`src/rtl/pid_core_multi.sv`:
```
// ---------------------------------------------------------------------------
// pid_core_multi
//   Multi-channel second-order PID/IIR controller. One shared signed MAC unit
//   is time multiplexed over all channels; a sample strobe updates every
//   channel in ascending order:
//     y[n] = b0*e[n] + b1*e[n-1] + b2*e[n-2] - a1*y[n-1] - a0*y[n-2]
//   The y history holds the clamped outputs (anti-windup). A channel can be
//   put in manual mode, in which case its output and y history follow the
//   manual value while its e history keeps running (bumpless return).
//
// Ports
//   clk_i          system clock
//   rst_i          asynchronous active-high reset
//   sample_strb_i  one-cycle strobe that starts an update of all channels
//   adc_values_i   unsigned ADC values, ch k at [k*ADC_BITWIDTH +: ADC_BITWIDTH]
//   set_values_i   unsigned setpoints, same packing
//   coeffs_i       per channel {a0,a1,b2,b1,b0}, b0 in the lowest slice
//   manual_en_i    per channel manual mode enable
//   manual_vals_i  per channel signed manual output values
//   out_vals_o     per channel signed clamped outputs
//   sat_o          per channel: last result was clamped
//   busy_o         update sequence in progress (LOAD .. DONE)
//   done_strb_o    one-cycle pulse, all channels updated
//   overrun_strb_o one-cycle pulse, strobe arrived while busy
// ---------------------------------------------------------------------------
module pid_core_multi #(
  parameter int CHANNELS      = 2,
  parameter int ADC_BITWIDTH  = 8,
  parameter int REG_BITWIDTH  = 32,
  parameter int FRAC_BITWIDTH = 30,
  parameter int GUARD_BITS    = 4
) (
  input  logic                                 clk_i,
  input  logic                                 rst_i,
  input  logic                                 sample_strb_i,
  input  logic [CHANNELS*ADC_BITWIDTH-1:0]     adc_values_i,
  input  logic [CHANNELS*ADC_BITWIDTH-1:0]     set_values_i,
  input  logic [CHANNELS*5*REG_BITWIDTH-1:0]   coeffs_i,
  input  logic [CHANNELS-1:0]                  manual_en_i,
  input  logic [CHANNELS*(ADC_BITWIDTH+1)-1:0] manual_vals_i,
  output logic [CHANNELS*(ADC_BITWIDTH+1)-1:0] out_vals_o,
  output logic [CHANNELS-1:0]                  sat_o,
  output logic                                 busy_o,
  output logic                                 done_strb_o,
  output logic                                 overrun_strb_o
);

  localparam int DW = ADC_BITWIDTH + 1;        // signed error / output width
  localparam int PW = REG_BITWIDTH + DW;       // full product width
  localparam int AW = PW + GUARD_BITS;         // accumulator width
  localparam int CW = (CHANNELS > 1) ? $clog2(CHANNELS) : 1;
  localparam logic signed [AW-1:0] LIM = AW'((2 ** ADC_BITWIDTH) - 1);

  typedef enum logic [2:0] {
    S_IDLE  = 3'd0,
    S_LOAD  = 3'd1,
    S_MAC   = 3'd2,
    S_WRITE = 3'd3,
    S_DONE  = 3'd4
  } state_t;

  // Symmetric clamp to [-LIM, LIM].
  function automatic logic [DW-1:0] clamp_val_f(input logic signed [AW-1:0] v);
    if (v > LIM) begin
      return DW'(LIM);
    end else if (v < -LIM) begin
      return DW'(-LIM);
    end else begin
      return v[DW-1:0];
    end
  endfunction

  function automatic logic is_clamped_f(input logic signed [AW-1:0] v);
    return (v > LIM) || (v < -LIM);
  endfunction

  // Unpacked views of the packed input buses
  logic signed [REG_BITWIDTH-1:0] coef_s [CHANNELS][5];
  logic signed [DW-1:0]           err_s  [CHANNELS];
  logic signed [DW-1:0]           man_s  [CHANNELS];

  // State and datapath registers
  state_t                 state_q;
  logic                   accept_q;
  logic [CW-1:0]          ch_q;
  logic [2:0]             term_q;
  logic signed [AW-1:0]   acc_q;
  logic signed [DW-1:0]   e0_q  [CHANNELS];
  logic signed [DW-1:0]   e1_q  [CHANNELS];
  logic signed [DW-1:0]   e2_q  [CHANNELS];
  logic signed [DW-1:0]   y1_q  [CHANNELS];
  logic signed [DW-1:0]   y2_q  [CHANNELS];
  logic signed [DW-1:0]   out_q [CHANNELS];
  logic [CHANNELS-1:0]    sat_q;
  logic                   busy_q;
  logic                   done_q;
  logic                   ovr_q;

  // Combinational datapath
  logic signed [REG_BITWIDTH-1:0] op_coef_s;
  logic signed [DW-1:0]           op_data_s;
  logic signed [PW-1:0]           prod_s;
  logic signed [AW-1:0]           acc_d;
  logic signed [AW-1:0]           res_s;
  logic signed [AW-1:0]           man_ext_s;
  logic signed [DW-1:0]           wr_val_s;
  logic                           wr_sat_s;

  for (genvar k = 0; k < CHANNELS; k++) begin : g_unpack
    for (genvar t = 0; t < 5; t++) begin : g_coef
      assign coef_s[k][t] = coeffs_i[(k*5+t)*REG_BITWIDTH +: REG_BITWIDTH];
    end
    assign err_s[k] = $signed({1'b0, set_values_i[k*ADC_BITWIDTH +: ADC_BITWIDTH]})
                    - $signed({1'b0, adc_values_i[k*ADC_BITWIDTH +: ADC_BITWIDTH]});
    assign man_s[k] = manual_vals_i[k*DW +: DW];
    assign out_vals_o[k*DW +: DW] = out_q[k];
  end

  // MAC operand select: term order b0,b1,b2,a1,a0; y terms enter negated
  always_comb begin
    op_coef_s = '0;
    op_data_s = '0;
    case (term_q)
      3'd0: begin op_coef_s = coef_s[ch_q][0]; op_data_s = e0_q[ch_q];  end
      3'd1: begin op_coef_s = coef_s[ch_q][1]; op_data_s = e1_q[ch_q];  end
      3'd2: begin op_coef_s = coef_s[ch_q][2]; op_data_s = e2_q[ch_q];  end
      3'd3: begin op_coef_s = coef_s[ch_q][3]; op_data_s = -y1_q[ch_q]; end
      3'd4: begin op_coef_s = coef_s[ch_q][4]; op_data_s = -y2_q[ch_q]; end
      default: begin op_coef_s = '0; op_data_s = '0; end
    endcase
  end

  // Product, accumulation (term 0 restarts the sum) and result/clamp selection
  always_comb begin
    prod_s    = $signed({{DW{op_coef_s[REG_BITWIDTH-1]}}, op_coef_s})
              * $signed({{REG_BITWIDTH{op_data_s[DW-1]}}, op_data_s});
    acc_d     = ((term_q == 3'd0) ? '0 : acc_q) + {{GUARD_BITS{prod_s[PW-1]}}, prod_s};
    res_s     = acc_q >>> FRAC_BITWIDTH;
    man_ext_s = {{(AW-DW){man_s[ch_q][DW-1]}}, man_s[ch_q]};
    if (manual_en_i[ch_q]) begin
      wr_val_s = clamp_val_f(man_ext_s);
      wr_sat_s = 1'b0;
    end else begin
      wr_val_s = clamp_val_f(res_s);
      wr_sat_s = is_clamped_f(res_s);
    end
  end

  // Sequencer FSM together with all history and output registers
  always_ff @(posedge clk_i or posedge rst_i) begin
    if (rst_i) begin
      state_q  <= S_IDLE;
      accept_q <= 1'b0;
      ch_q     <= '0;
      term_q   <= 3'd0;
      acc_q    <= '0;
      sat_q    <= '0;
      busy_q   <= 1'b0;
      done_q   <= 1'b0;
      ovr_q    <= 1'b0;
      for (int k = 0; k < CHANNELS; k++) begin
        e0_q[k]  <= '0;
        e1_q[k]  <= '0;
        e2_q[k]  <= '0;
        y1_q[k]  <= '0;
        y2_q[k]  <= '0;
        out_q[k] <= '0;
      end
    end else begin
      done_q <= 1'b0;
      // A strobe is taken once, in IDLE; any strobe while a sequence is
      // pending or running only raises the overrun pulse.
      accept_q <= sample_strb_i && (state_q == S_IDLE) && !accept_q;
      ovr_q    <= sample_strb_i && ((state_q != S_IDLE) || accept_q);
      case (state_q)
        S_IDLE: begin
          if (accept_q) begin
            state_q <= S_LOAD;
            busy_q  <= 1'b1;
          end
        end
        S_LOAD: begin
          for (int k = 0; k < CHANNELS; k++) begin
            e0_q[k] <= err_s[k];
            e1_q[k] <= e0_q[k];
            e2_q[k] <= e1_q[k];
          end
          ch_q    <= '0;
          term_q  <= 3'd0;
          state_q <= S_MAC;
        end
        S_MAC: begin
          acc_q <= acc_d;
          if (term_q == 3'd4) begin
            term_q  <= 3'd0;
            state_q <= S_WRITE;
          end else begin
            term_q <= term_q + 3'd1;
          end
        end
        S_WRITE: begin
          out_q[ch_q] <= wr_val_s;
          sat_q[ch_q] <= wr_sat_s;
          y2_q[ch_q]  <= y1_q[ch_q];
          y1_q[ch_q]  <= wr_val_s;
          if (ch_q == CW'(CHANNELS - 1)) begin
            state_q <= S_DONE;
            done_q  <= 1'b1;
          end else begin
            ch_q    <= ch_q + CW'(1);
            state_q <= S_MAC;
          end
        end
        S_DONE: begin
          state_q <= S_IDLE;
          busy_q  <= 1'b0;
        end
        default: begin
          state_q <= S_IDLE;
          busy_q  <= 1'b0;
        end
      endcase
    end
  end

  assign sat_o          = sat_q;
  assign busy_o         = busy_q;
  assign done_strb_o    = done_q;
  assign overrun_strb_o = ovr_q;

endmodule
```
`config.mk`:
```
export PLATFORM = sky130hd
export DESIGN_NAME = pid_core_multi
export DESIGN_NICKNAME = d
export VERILOG_FILES = /design/src/rtl/pid_core_multi.sv
export SDC_FILE = /design/constraint.sdc
export NUM_CORES = 1
export LEC_CHECK = 0
export CELL_PAD_IN_SITES_DETAIL_PLACEMENT = 0
export CELL_PAD_IN_SITES_GLOBAL_PLACEMENT = 1
export CORE_UTILIZATION = 35
export CTS_BUF_LIST = sky130_fd_sc_hd__clkbuf_2 sky130_fd_sc_hd__clkbuf_4 sky130_fd_sc_hd__clkbuf_8
export CTS_CLUSTER_SIZE = 24
export DETAILED_ROUTE_END_ITERATION = 6
export PLACE_DENSITY = 0.73
export SYNTH_ARGS = -nofsm -noshare
export SYNTH_HDL_FRONTEND = slang
export SYNTH_SLANG_ARGS = --single-unit
export TNS_END_PERCENT = 20
```
`constraint.sdc`:
```
create_clock -name clk_i -period 10.95 [get_ports clk_i]
set_input_delay 2.19 -clock clk_i [delete_from_list [all_inputs] [get_ports clk_i]]
set_output_delay 2.19 -clock clk_i [all_outputs]
set_load 0.01 [all_outputs]
```
Yosys cells after proc, flatten, opt, wreduce, memory -nomap -nowiden
Cells that the tools add are included.
{"block": "op_classes", "n_addsub": 7, "mul": 1, "div": 0, "magnitude_cmp": 8, "eq_ne": 9, "shifts": 0, "mux": 52, "bitwise": 2, "reduce_logical": 16}
{"cell": "160-bit two-way mux", "n": 3}
{"cell": "9-bit two-way mux", "n": 24}
{"cell": "32-bit one-hot mux with 5 select lines", "n": 1}
{"cell": "18-bit bitwise mux", "n": 3}
{"cell": "45-bit adder", "n": 1}
{"cell": "45-bit two-way mux", "n": 1}
{"cell": "9-bit one-hot mux with 5 select lines", "n": 1}
{"cell": "32-bit by 9-bit multiplier with 41-bit output", "n": 1}
{"cell": "9-bit negator", "n": 2}
{"cell": "8-bit by 8-bit subtractor with 9-bit output", "n": 2}
{"cell": "15-bit by 9-bit greater-than comparator with 1-bit output (second input constant)", "n": 1}
{"cell": "15-bit by 9-bit less-than comparator with 1-bit output (second input constant)", "n": 1}
{"cell": "3-bit by 2-bit equality test with 1-bit output (second input constant)", "n": 4}
{"cell": "3-bit two-way mux", "n": 4}
{"cell": "3-bit one-hot mux with 4 select lines", "n": 1}
{"cell": "9-bit demux with 1-bit select", "n": 1}
{"cell": "9-bit greater-than comparator (second input constant)", "n": 1}
{"cell": "9-bit less-than comparator (second input constant)", "n": 1}
{"cell": "1-bit two-way mux", "n": 8}
{"cell": "3-bit by 1-bit equality test with 1-bit output (second input constant)", "n": 2}
{"cell": "3-bit zero test", "n": 2}
{"cell": "3-bit one-hot mux with 2 select lines", "n": 1}
{"cell": "1-bit logical AND", "n": 5}
{"cell": "2-bit != test (second input constant)", "n": 2}
{"cell": "other kinds (18)", "n": 22}
{"block": "totals", "regBits": 166, "latch_bits": 0, "ram_bits": 0, "mem_bits_ro": 0, "output_inout_bits": 23, "word_cells": 116, "n_memories": 0}

Depth between registers and ports, before layout
Gate-level depths: netlist of run 1.
{"block": "depth", "ltp_word": 9, "depth_mapped": 48}

Worst setup path after synthesis of run 1
OpenSTA, ideal clock, no wires.
{"block": "synth_path", "kind": "input -> register", "startpoint": "input coeffs_i[32]", "endpoint": "register acc_q[44]", "setup_ns": 0.139, "arrival_ns": 10.165, "required_time_ns": 10.811, "setup_slack_ns": 0.646, "path_stages": 34, "n_path_buf": 1, "cell_sequence": "a22o_1 -> a221o_1 -> a222oi_1 -> nand2b_1 -> fa_1 -> fa_1 -> inv_1 -> fa_1 -> fa_1 -> inv_1 -> fa_1 -> inv_1 -> ha_1 -> o21ai_0 -> o21ai_0 -> a21oi_1 -> nor2b_1 -> o21a_1 -> o21a_1 -> o21a_1 -> o21a_1 -> o21a_1 -> nor2_1 -> xnor2_1 -> ha_1 -> clkbuf_1 -> nand4_1 -> o311a_1 -> o21ai_4 -> a41oi_2 -> o31ai_2 -> xor2_1 -> mux2i_1 -> a21oi_1"}
{"block": "synth_via", "elab_chain_cells": 6}
{"element": "from (decl)", "line": "38", "source": "input logic [CHANNELS*5*REG_BITWIDTH-1:0] coeffs_i,"}
{"element": "160-bit two-way mux (3 in series)"}
{"element": "32-bit one-hot mux with 5 select lines", "line": "123", "source": "case (term_q)"}
{"element": "32-bit by 9-bit multiplier with 41-bit output", "line": "136", "source": "* $signed({{REG_BITWIDTH{op_data_s[DW-1]}}, op_data_s});"}
{"element": "45-bit adder", "line": "137", "source": "acc_d = ((term_q == 3'd0) ? '0 : acc_q) + {{GUARD_BITS{prod_s[PW-1]}}, prod_s};"}
{"element": "to (signal assigned)", "line": "156", "source": "acc_q <= '0;"}
{"element": "to (signal assigned)", "line": "193", "source": "acc_q <= acc_d;"}
{"element": "to (decl)", "line": "87", "source": "logic signed [AW-1:0] acc_q;"}
Every way passes these cells. The select of a mux whose other input is x is not followed.
A chain may end at the register's enable or synchronous reset.

Final worst setup path of run 1
{"block": "layout_path", "startpoint": "input coeffs_i[0]", "endpoint": "register acc_q[43]"}
The elaborated chain is that of the path after synthesis.

==> report_table.html, run 1 <==
<table>
<tr><th>Metric</th><th>Value</th></tr>
<tr><th colspan="2">Drt</th></tr>
<tr><td>Mean routed wirelength per cell</td><td>20.3 um</td></tr>
<tr><td>Final wirelength</td><td>75,400 um</td></tr>
<tr><td>DRT iter0 DRCs</td><td>1,167</td></tr>
<tr><td>Drt first pass iters</td><td>5</td></tr>
<tr><td>Total vias in the final route</td><td>about 20,000</td></tr>
<tr><td>Number of remaining DRC errors</td><td>0</td></tr>
<tr><td>Per-cell via count in the routed design</td><td>5.36</td></tr>
<tr><td>Antenna viol nets, final</td><td>0</td></tr>
<tr><th colspan="2">Clocking</th></tr>
<tr><td>Maximum buffer depth of the clock tree</td><td>2</td></tr>
<tr><td>Clock transition time at the flip-flop clock pins of the worst setup and hold paths</td><td>0.10 ns</td></tr>
<tr><td>Clock root buffer</td><td>sky130_fd_sc_hd__clkbuf_8</td></tr>
<tr><td>TritonCTS Buffers</td><td>17</td></tr>
<tr><td>Number of buffers added to fix hold violations after cts</td><td>0</td></tr>
<tr><td>Latest clock arrival within the worst-skew pair</td><td>approximately 0.56 ns</td></tr>
<tr><td>CTS H-tree lvls</td><td>4</td></tr>
<tr><td>Clock Sink Count</td><td>approximately 150</td></tr>
<tr><td>Clock tree from TritonCTS</td><td>done</td></tr>
<tr><th colspan="2">Die</th></tr>
<tr><td>Die Outline Area</td><td>roughly 62,000 um^2</td></tr>
<tr><td>Core Footprint</td><td>between 60,000 and 70,000 um^2</td></tr>
<tr><td>Ports</td><td>398</td></tr>
<tr><td>Die width</td><td>roughly 250 um</td></tr>
<tr><td>Initial Utilization</td><td>35.4%</td></tr>
<tr><td># rows</td><td>90</td></tr>
<tr><td>Die H</td><td>249 um</td></tr>
<tr><th colspan="2">Synthesis</th></tr>
<tr><td>Number of register bits inferred by synthesis</td><td>148</td></tr>
<tr><td>Compound-cell area share of the yosys netlist</td><td>18.3%</td></tr>
<tr><td>Most frequently used flop master after synthesis</td><td>sky130_fd_sc_hd__dfrtp_1</td></tr>
<tr><td>Combinational family with the most area after synthesis</td><td>adder cells</td></tr>
<tr><td>Net Count, Synth</td><td>3,289</td></tr>
<tr><td>Xor-xnor portion of the synthesized cell area</td><td>under 10%</td></tr>
<tr><td>Proportion of synthesized chip area in sequential cells</td><td>17.4%</td></tr>
<tr><td>Simple-gate share of the synthesized area</td><td>between 10% and 20%</td></tr>
<tr><td>Yosys warns</td><td>0</td></tr>
<tr><td>Number of instances in the synthesized netlist</td><td>2,528</td></tr>
<tr><td>Combined area of all synthesized cells</td><td>roughly 21,000 um^2</td></tr>
<tr><td>Number of distinct library cells after synthesis</td><td>71</td></tr>
<tr><td>Synthesized area per cell</td><td>8.44 um^2</td></tr>
<tr><td>Post-synthesis mux area share</td><td>slightly below 5%</td></tr>
<tr><td>Proportion of synthesized flip-flops having asynchronous set or reset</td><td>100%</td></tr>
<tr><td>Number of enable flip-flop cells after synthesis</td><td>0</td></tr>
<tr><td>Synthesized-area fraction occupied by adder cells</td><td>30.9%</td></tr>
<tr><th colspan="2">Critical path</th></tr>
<tr><td>Critical register-to-register path startpoint</td><td>ch_q</td></tr>
<tr><td>Startpoint kind of the worst setup timing path</td><td>primary input</td></tr>
<tr><td>Number of buffers and inverters on the critical path</td><td>5</td></tr>
<tr><td>Cell depth of the worst flop-to-flop path</td><td>37</td></tr>
<tr><td>Slowest stage cell on the critical path</td><td>sky130_fd_sc_hd__fa_1</td></tr>
<tr><td>Category of the critical setup timing path</td><td>primary input to register</td></tr>
<tr><td>Arrival time of the worst setup path</td><td>approximately 11 ns</td></tr>
<tr><td>Capture point of the worst path</td><td>acc_q[43]</td></tr>
<tr><td>Levels on crit path</td><td>38</td></tr>
<tr><td>Worst R2R Setup Slack</td><td>0.77 ns</td></tr>
<tr><td>Worst Path Max Fanout</td><td>4</td></tr>
<tr><td>Start point of the critical path</td><td>coeffs_i[0]</td></tr>
<tr><td>Required time of the critical path</td><td>11.36 ns</td></tr>
<tr><td>Largest delay contributor family on the critical path</td><td>compound AO/OA/AOI/OAI gates</td></tr>
<tr><td>Worst setup EP type</td><td>register</td></tr>
<tr><td>Max incr delay on CP</td><td>between 0.5 and 0.6 ns</td></tr>
<tr><td>Worst reg2reg endpoint</td><td>acc_q[43]</td></tr>
<tr><th colspan="2">Finish</th></tr>
<tr><td>Layout cell share with drive strength beyond 1</td><td>6.98%</td></tr>
<tr><td>Nets@finish</td><td>3,671</td></tr>
<tr><td>Final core utilization</td><td>44.9%</td></tr>
<tr><td>Layout overhead on the synthesized area</td><td>26.9%</td></tr>
<tr><td>Commonest non-fill, non-tap cell in the layout</td><td>sky130_fd_sc_hd__nand2_1</td></tr>
<tr><td>Highest-count cells in the layout ignoring fill and taps</td><td>sky130_fd_sc_hd__nand2_1 (465), sky130_fd_sc_hd__clkdlybuf4s50_1 (397), sky130_fd_sc_hd__fa_1 (235)</td></tr>
<tr><td>Filler Cell Count</td><td>approximately 5,900</td></tr>
<tr><th colspan="2">STA</th></tr>
<tr><td>Final setup slack of the worst path</td><td>0.538 ns</td></tr>
<tr><td>Share of the clock period used by the worst path</td><td>95.1%</td></tr>
<tr><td>Final-report max-slew violation count</td><td>0</td></tr>
<tr><td>Final Hold Viols</td><td>0</td></tr>
<tr><td>Setup repair after global routing missed its margin</td><td>no</td></tr>
<tr><td>Final critical path time including I/O delays and setup</td><td>~10 ns</td></tr>
<tr><td>Max Fclk</td><td>96.0 MHz</td></tr>
<tr><td>Worst slew margin</td><td>31.6%</td></tr>
<tr><td>Slew @ Worst Pin</td><td>~1 ns</td></tr>
<tr><td>Hold_ws</td><td>0.477 ns</td></tr>
<tr><td>Post-route clock skew</td><td>0.0251 ns</td></tr>
<tr><td>Final setup violation count</td><td>0</td></tr>
<tr><th colspan="2">Status</th></tr>
<tr><td>Run status</td><td>finished clean</td></tr>
<tr><th colspan="2">Flow run</th></tr>
<tr><td>Count of maximum capacitance violations</td><td>0</td></tr>
<tr><th colspan="2">Placement</th></tr>
<tr><td>PortBufs</td><td>approximately 400</td></tr>
<tr><td>Worst-case setup slack after placement</td><td>-0.147 ns</td></tr>
<tr><td>Routability Congestion</td><td>0.963</td></tr>
<tr><td>Detailed placement HPWL</td><td>61,800 um</td></tr>
<tr><th colspan="2">Global routing</th></tr>
<tr><td>Vias in the first global route</td><td>20,917</td></tr>
<tr><td>Pin count of the biggest net entering global routing</td><td>122</td></tr>
<tr><td>Overflow after GRT</td><td>0</td></tr>
<tr><td>Total GRT Usage</td><td>24.9%</td></tr>
<tr><td>Wire length of the first global-routing pass</td><td>119,000 um</td></tr>
<tr><td>Initial antenna violation count</td><td>3</td></tr>
<tr><th colspan="2">Min path</th></tr>
<tr><td>Worst min path class</td><td>register to register</td></tr>
<tr><td>Number of instances on the worst hold path</td><td>2</td></tr>
</table>
## layer usage
metal	part of all wire, %	track usage (%)	up-vias
li1	-	-	9383
met1	42	30.8	9784
met2	50	43.4	596
met3	5.4	4.34	112
met4	3.1	8.77	2
met5	0.017	0	-
## worst reg2reg max path, delay by kind of cell (launching register included)
kind / cells / cell delay [ns]
compound gates: 15 / 3.25
fa+ha+maj: 7 / 3.07
simple gates: 10 / 1.60
flops: 1 / 0.83
mux: 1 / 0.62
xor+xnor: 3 / 0.44
buf+inv: 1 / 0.24
## cell families (layout without fill, tap and decap cells)
kind of cell | count (synthesis) | after routing
buf+inv | 314 | 709
mux | 103 | 103
fa+ha+maj | 386 | 386
xor+xnor | 107 | 107
other cells | 0 | 3
flops | 148 | 148
compound gates | 559 | 559
simple gates | 911 | 911
## worst min-delay path by stage
stage / from / end / slack [ns]
floorplan: acc_q[0] / acc_q[0] / 0.44
global placement: acc_q[1] / acc_q[1] / 0.45
detailed placement: acc_q[0] / acc_q[0] / 0.46
CTS: acc_q[27] / acc_q[27] / 0.48
global route: acc_q[27] / acc_q[27] / 0.50
finish: acc_q[27] / acc_q[27] / 0.48
## through the flow
step / std cells / setup TNS, ns / cell area, um^2
floorplan: 2528 / 0 / 21300
global placement: 3673 / -0.0159 / 26600
detailed placement: 3673 / -0.357 / 26600
CTS: 3705 / 0 / 27100
global route: 3707 / 0 / 27100
finish: 3708 / 0 / 27100
## area by class of cell
class | instances | area, um^2 | area share (%)
diodes | 3 | 7.51 | 0.0277
clock buffers | 17 | 234 | 0.865
clock inverters | 15 | 194 | 0.717
inverters | 183 | 692 | 2.56
multi-input cells | 2066 | 16500 | 61.0
flip-flops and latches | 148 | 3710 | 13.7
well taps | 782 | 978 | 3.62
repair buffers | 494 | 4730 | 17.5
## registers in the layout, summed over array words and instances (netlist names), 2 cells and up
signal,cells
state_q,3
e2_q,18
y1_q,18
term_q,3
y2_q,18
e0_q,18
sat_o,2
acc_q,45
e1_q,18
## cell usage after synthesis, types with 4 or more instances
| library cell | n | area [um^2] |
|---|---|---|
| sky130_fd_sc_hd__a22o_1 | 8 | 70.1 |
| sky130_fd_sc_hd__nand2_1 | 468 | 1760 |
| sky130_fd_sc_hd__dfrtp_1 | 148 | 3700 |
| sky130_fd_sc_hd__o21a_1 | 11 | 82.6 |
| sky130_fd_sc_hd__o21bai_1 | 21 | 158 |
| sky130_fd_sc_hd__nand3_1 | 50 | 250 |
| sky130_fd_sc_hd__mux2i_1 | 95 | 951 |
| sky130_fd_sc_hd__nand2b_1 | 31 | 194 |
| sky130_fd_sc_hd__o221ai_1 | 49 | 429 |
| sky130_fd_sc_hd__buf_1 | 4 | 15.0 |
| sky130_fd_sc_hd__fa_1 | 235 | 4700 |
| sky130_fd_sc_hd__nor3b_1 | 5 | 37.5 |
| sky130_fd_sc_hd__nor4_1 | 4 | 25.0 |
| sky130_fd_sc_hd__clkbuf_1 | 100 | 375 |
| sky130_fd_sc_hd__o221a_2 | 25 | 282 |
| sky130_fd_sc_hd__xnor2_1 | 67 | 587 |
| sky130_fd_sc_hd__nor2_1 | 223 | 837 |
| sky130_fd_sc_hd__ha_1 | 151 | 1890 |
| sky130_fd_sc_hd__nor2b_1 | 65 | 407 |
| sky130_fd_sc_hd__a22oi_1 | 11 | 82.6 |
| sky130_fd_sc_hd__o22ai_1 | 10 | 62.6 |
| sky130_fd_sc_hd__and2_1 | 8 | 50.1 |
| sky130_fd_sc_hd__o31ai_1 | 5 | 37.5 |
| sky130_fd_sc_hd__inv_1 | 183 | 687 |
| sky130_fd_sc_hd__a21oi_1 | 103 | 515 |
| sky130_fd_sc_hd__o21ai_0 | 132 | 661 |
| sky130_fd_sc_hd__or2_2 | 8 | 50.1 |
| sky130_fd_sc_hd__o22a_1 | 12 | 105 |
| sky130_fd_sc_hd__a31oi_1 | 17 | 106 |
| sky130_fd_sc_hd__o21ai_1 | 15 | 75.1 |
| sky130_fd_sc_hd__buf_2 | 24 | 120 |
| sky130_fd_sc_hd__a221o_1 | 35 | 350 |
| sky130_fd_sc_hd__o211ai_1 | 10 | 75.1 |
| sky130_fd_sc_hd__xor2_1 | 40 | 350 |
| sky130_fd_sc_hd__a221oi_1 | 6 | 52.6 |
| sky130_fd_sc_hd__mux2_2 | 7 | 78.8 |
| sky130_fd_sc_hd__a211oi_1 | 12 | 90.1 |
| sky130_fd_sc_hd__nor3_1 | 14 | 70.1 |
| sky130_fd_sc_hd__a21o_1 | 56 | 420 |
| sky130_fd_sc_hd__nand4_1 | 15 | 93.8 |
| sky130_fd_sc_hd__and3_1 | 8 | 50.1 |
## repair_timing
item                                    in CTS  in global routing
resized for setup                            0                  1
endpoints found under the setup margin       0                  2
buffers inserted                             0                  0
Power of run 1 is not shown: default switching activity piles up to over one toggle a cycle in this logic, so the estimate is an artifact.
==> run 2: changes to the inputs <==
- CORE_MARGIN: unset -> 5
- CORE_UTILIZATION: 35 -> 41
- PLACE_DENSITY: 0.73 -> 0.84
==> report_table.html, run 2 (synthesized netlist as in run 1, its figures left out) <==
<table>
<tr><th>Metric</th><th>Value</th></tr>
<tr><th colspan="2">Status</th></tr>
<tr><td>Run status</td><td>finished clean</td></tr>
<tr><th colspan="2">Finish</th></tr>
<tr><td>Cell Count, Final, Fillers Out</td><td>3,574</td></tr>
<tr><td>Largest register FFs</td><td>45</td></tr>
<tr><td>Highest-count cells in the layout ignoring fill and taps</td><td>sky130_fd_sc_hd__nand2_1 (465), sky130_fd_sc_hd__clkdlybuf4s50_1 (397), sky130_fd_sc_hd__fa_1 (235)</td></tr>
<tr><td>Biggest register</td><td>acc_q</td></tr>
<tr><td>Layout overhead on the synthesized area</td><td>25.0%</td></tr>
<tr><td>Commonest non-fill, non-tap cell in the layout</td><td>sky130_fd_sc_hd__nand2_1</td></tr>
<tr><td>Nets@finish</td><td>3,640</td></tr>
<tr><td>Layout cell share with drive strength beyond 1</td><td>5.98%</td></tr>
<tr><th colspan="2">STA</th></tr>
<tr><td>Slew @ Worst Pin</td><td>0.977 ns</td></tr>
<tr><td>Share of the clock period used by the worst path</td><td>96.1%</td></tr>
<tr><td>Setup repair after global routing missed its margin</td><td>no</td></tr>
<tr><td>Final Hold Viols</td><td>0</td></tr>
<tr><td>Final setup violation count</td><td>0</td></tr>
<tr><td>Final-report max-slew violation count</td><td>0</td></tr>
<tr><td>Hold_ws</td><td>about 0.48 ns</td></tr>
<tr><td>Post-route clock skew</td><td>0.0181 ns</td></tr>
<tr><td>Final critical path time including I/O delays and setup</td><td>about 11 ns</td></tr>
<tr><td>Max Fclk</td><td>roughly 95 MHz</td></tr>
<tr><td>Worst slew margin</td><td>about a third</td></tr>
<tr><th colspan="2">Critical path</th></tr>
<tr><td>Capture point of the worst path</td><td>acc_q[29]</td></tr>
<tr><td>Cell depth of the worst flop-to-flop path</td><td>33</td></tr>
<tr><td>Required time of the critical path</td><td>11.31 ns</td></tr>
<tr><td>Worst reg2reg endpoint</td><td>acc_q[29]</td></tr>
<tr><td>Worst setup EP type</td><td>register</td></tr>
<tr><td>Start point of the critical path</td><td>coeffs_i[0]</td></tr>
<tr><td>Critical register-to-register path startpoint</td><td>ch_q</td></tr>
<tr><td>Arrival time of the worst setup path</td><td>between 10 and 15 ns</td></tr>
<tr><td>Startpoint kind of the worst setup timing path</td><td>primary input</td></tr>
<tr><td>Max incr delay on CP</td><td>0.61 ns</td></tr>
<tr><td>Category of the critical setup timing path</td><td>primary input to register</td></tr>
<tr><td>Worst R2R Setup Slack</td><td>around 0.9 ns</td></tr>
<tr><td>Slowest stage cell on the critical path</td><td>sky130_fd_sc_hd__fa_1</td></tr>
<tr><td>Top cell by count, worst path</td><td>sky130_fd_sc_hd__fa_1</td></tr>
<tr><td>Worst Path Max Fanout</td><td>5</td></tr>
<tr><th colspan="2">Clocking</th></tr>
<tr><td>CTS H-tree lvls</td><td>4</td></tr>
<tr><td>Clock transition time at the flip-flop clock pins of the worst setup and hold paths</td><td>0.09 ns</td></tr>
<tr><td>Clock tree from TritonCTS</td><td>done</td></tr>
<tr><td>Clock root buffer</td><td>sky130_fd_sc_hd__clkbuf_8</td></tr>
<tr><td>Latest clock arrival within the worst-skew pair</td><td>0.51 ns</td></tr>
<tr><td>Number of buffers added to fix hold violations after cts</td><td>0</td></tr>
<tr><td>TritonCTS Buffers</td><td>17</td></tr>
<tr><td>Maximum buffer depth of the clock tree</td><td>2</td></tr>
<tr><td>Clock Sink Count</td><td>between 100 and 150</td></tr>
<tr><th colspan="2">Die</th></tr>
<tr><td>Die Outline Area</td><td>56,700 um^2</td></tr>
<tr><td>Die width</td><td>238 um</td></tr>
<tr><td>Core Footprint</td><td>a little over 50,000 um^2</td></tr>
<tr><td>Initial Utilization</td><td>41.5%</td></tr>
<tr><td># rows</td><td>83</td></tr>
<tr><td>Ports</td><td>between 300 and 400</td></tr>
<tr><td>Die H</td><td>238 um</td></tr>
<tr><th colspan="2">Placement</th></tr>
<tr><td>PortBufs</td><td>397</td></tr>
<tr><td>Routability Congestion</td><td>0.981</td></tr>
<tr><td>Cell Count Post-Placement</td><td>3,539</td></tr>
<tr><td>Detailed placement HPWL</td><td>61,900 um</td></tr>
<tr><th colspan="2">Global routing</th></tr>
<tr><td>Wire length of the first global-routing pass</td><td>117,000 um</td></tr>
<tr><td>Vias in the first global route</td><td>just over 20,000</td></tr>
<tr><td>Pin count of the biggest net entering global routing</td><td>138</td></tr>
<tr><td>Initial antenna violation count</td><td>3</td></tr>
<tr><td>Total GRT Usage</td><td>between 20% and 30%</td></tr>
<tr><td>Overflow after GRT</td><td>0</td></tr>
<tr><th colspan="2">Drt</th></tr>
<tr><td>Final wirelength</td><td>approximately 75,000 um</td></tr>
<tr><td>Antenna viol nets, final</td><td>0</td></tr>
<tr><td>Mean routed wirelength per cell</td><td>21.1 um</td></tr>
<tr><td>Per-cell via count in the routed design</td><td>5.61</td></tr>
<tr><td>Number of remaining DRC errors</td><td>0</td></tr>
<tr><td>DRT iter0 DRCs</td><td>roughly 1,600</td></tr>
<tr><td>Drt first pass iters</td><td>5</td></tr>
<tr><td>Total vias in the final route</td><td>20,056</td></tr>
<tr><th colspan="2">Min path</th></tr>
<tr><td>Worst min path class</td><td>register to register</td></tr>
<tr><th colspan="2">Flow run</th></tr>
<tr><td>Count of maximum capacitance violations</td><td>0</td></tr>
</table>
==> run 2: changes by cell type in the layout (fill, tap and decap cells not counted), moves of 2 or more <==
cell,previous run,this run
sky130_fd_sc_hd__buf_4,95,63
sky130_fd_sc_hd__clkinv_4,0,4
sky130_fd_sc_hd__clkinv_8,5,1
sky130_fd_sc_hd__inv_6,3,5
sky130_fd_sc_hd__inv_8,7,4
==> run 2: critical path, delay by kind of cell <==
kind            cells  cell delay [ns]
compound gates     13             2.93
xor+xnor            2             0.42
buf+inv             7             1.12
fa+ha+maj           7             3.37
simple gates        3             0.85
==> run 2: metrics by stage <==
stage	worst slack [ns]	instance area (um^2)	TNS, ns	utilization [%]
final	0.432	26700	0	51.9
after global routing	0.00606	26700	0	51.9
after detailed placement	-0.126	26300	-0.277	51.1
after global placement	-0.00344	26300	-0.00344	51.1
after CTS	0.394	26600	0	51.8
after floorplan	0.646	21300	0	-
==> run 2: worst min-delay path by stage <==
stage	start	to	slack (ns)	cells past startpoint
after floorplan	acc_q[0]	acc_q[0]	0.44	2
after global placement	acc_q[0]	acc_q[0]	0.45	2
after detailed placement	acc_q[0]	acc_q[0]	0.45	2
after CTS	acc_q[0]	acc_q[0]	0.48	2
after global routing	e2_q[1]	e2_q[1]	0.51	2
final	acc_q[0]	acc_q[0]	0.48	2
==> run 2: timing repair <==
| item | CTS | global route |
|---|---|---|
| setup buffers | 0 | 1 |
| resized for setup | 0 | 2 |
| endpoints found under the setup margin | 0 | 5 |
==> run 2: final cells by class <==
cell class / count / area [um^2]
Clock inverter: 14 / 139
Multi-Input combinational cell: 2066 / 16500
Inverter: 183 / 692
Timing Repair Buffer: 463 / 4510
Tap cell: 680 / 851
Clock buffer: 18 / 241
Fill cell: 4873 / 24700
Sequential cell: 148 / 3710
Antenna cell: 2 / 5.00
==> run 2: metal layers <==
metal,global-route usage (%),up-vias,share of wire (%)
li1,-,9345,-
met1,33.7,9850,41
met2,44.7,705,48
met3,4.22,154,6.4
met4,9.83,2,4.0
met5,0,-,0.0093
Power of run 2 is left out for the same reason.
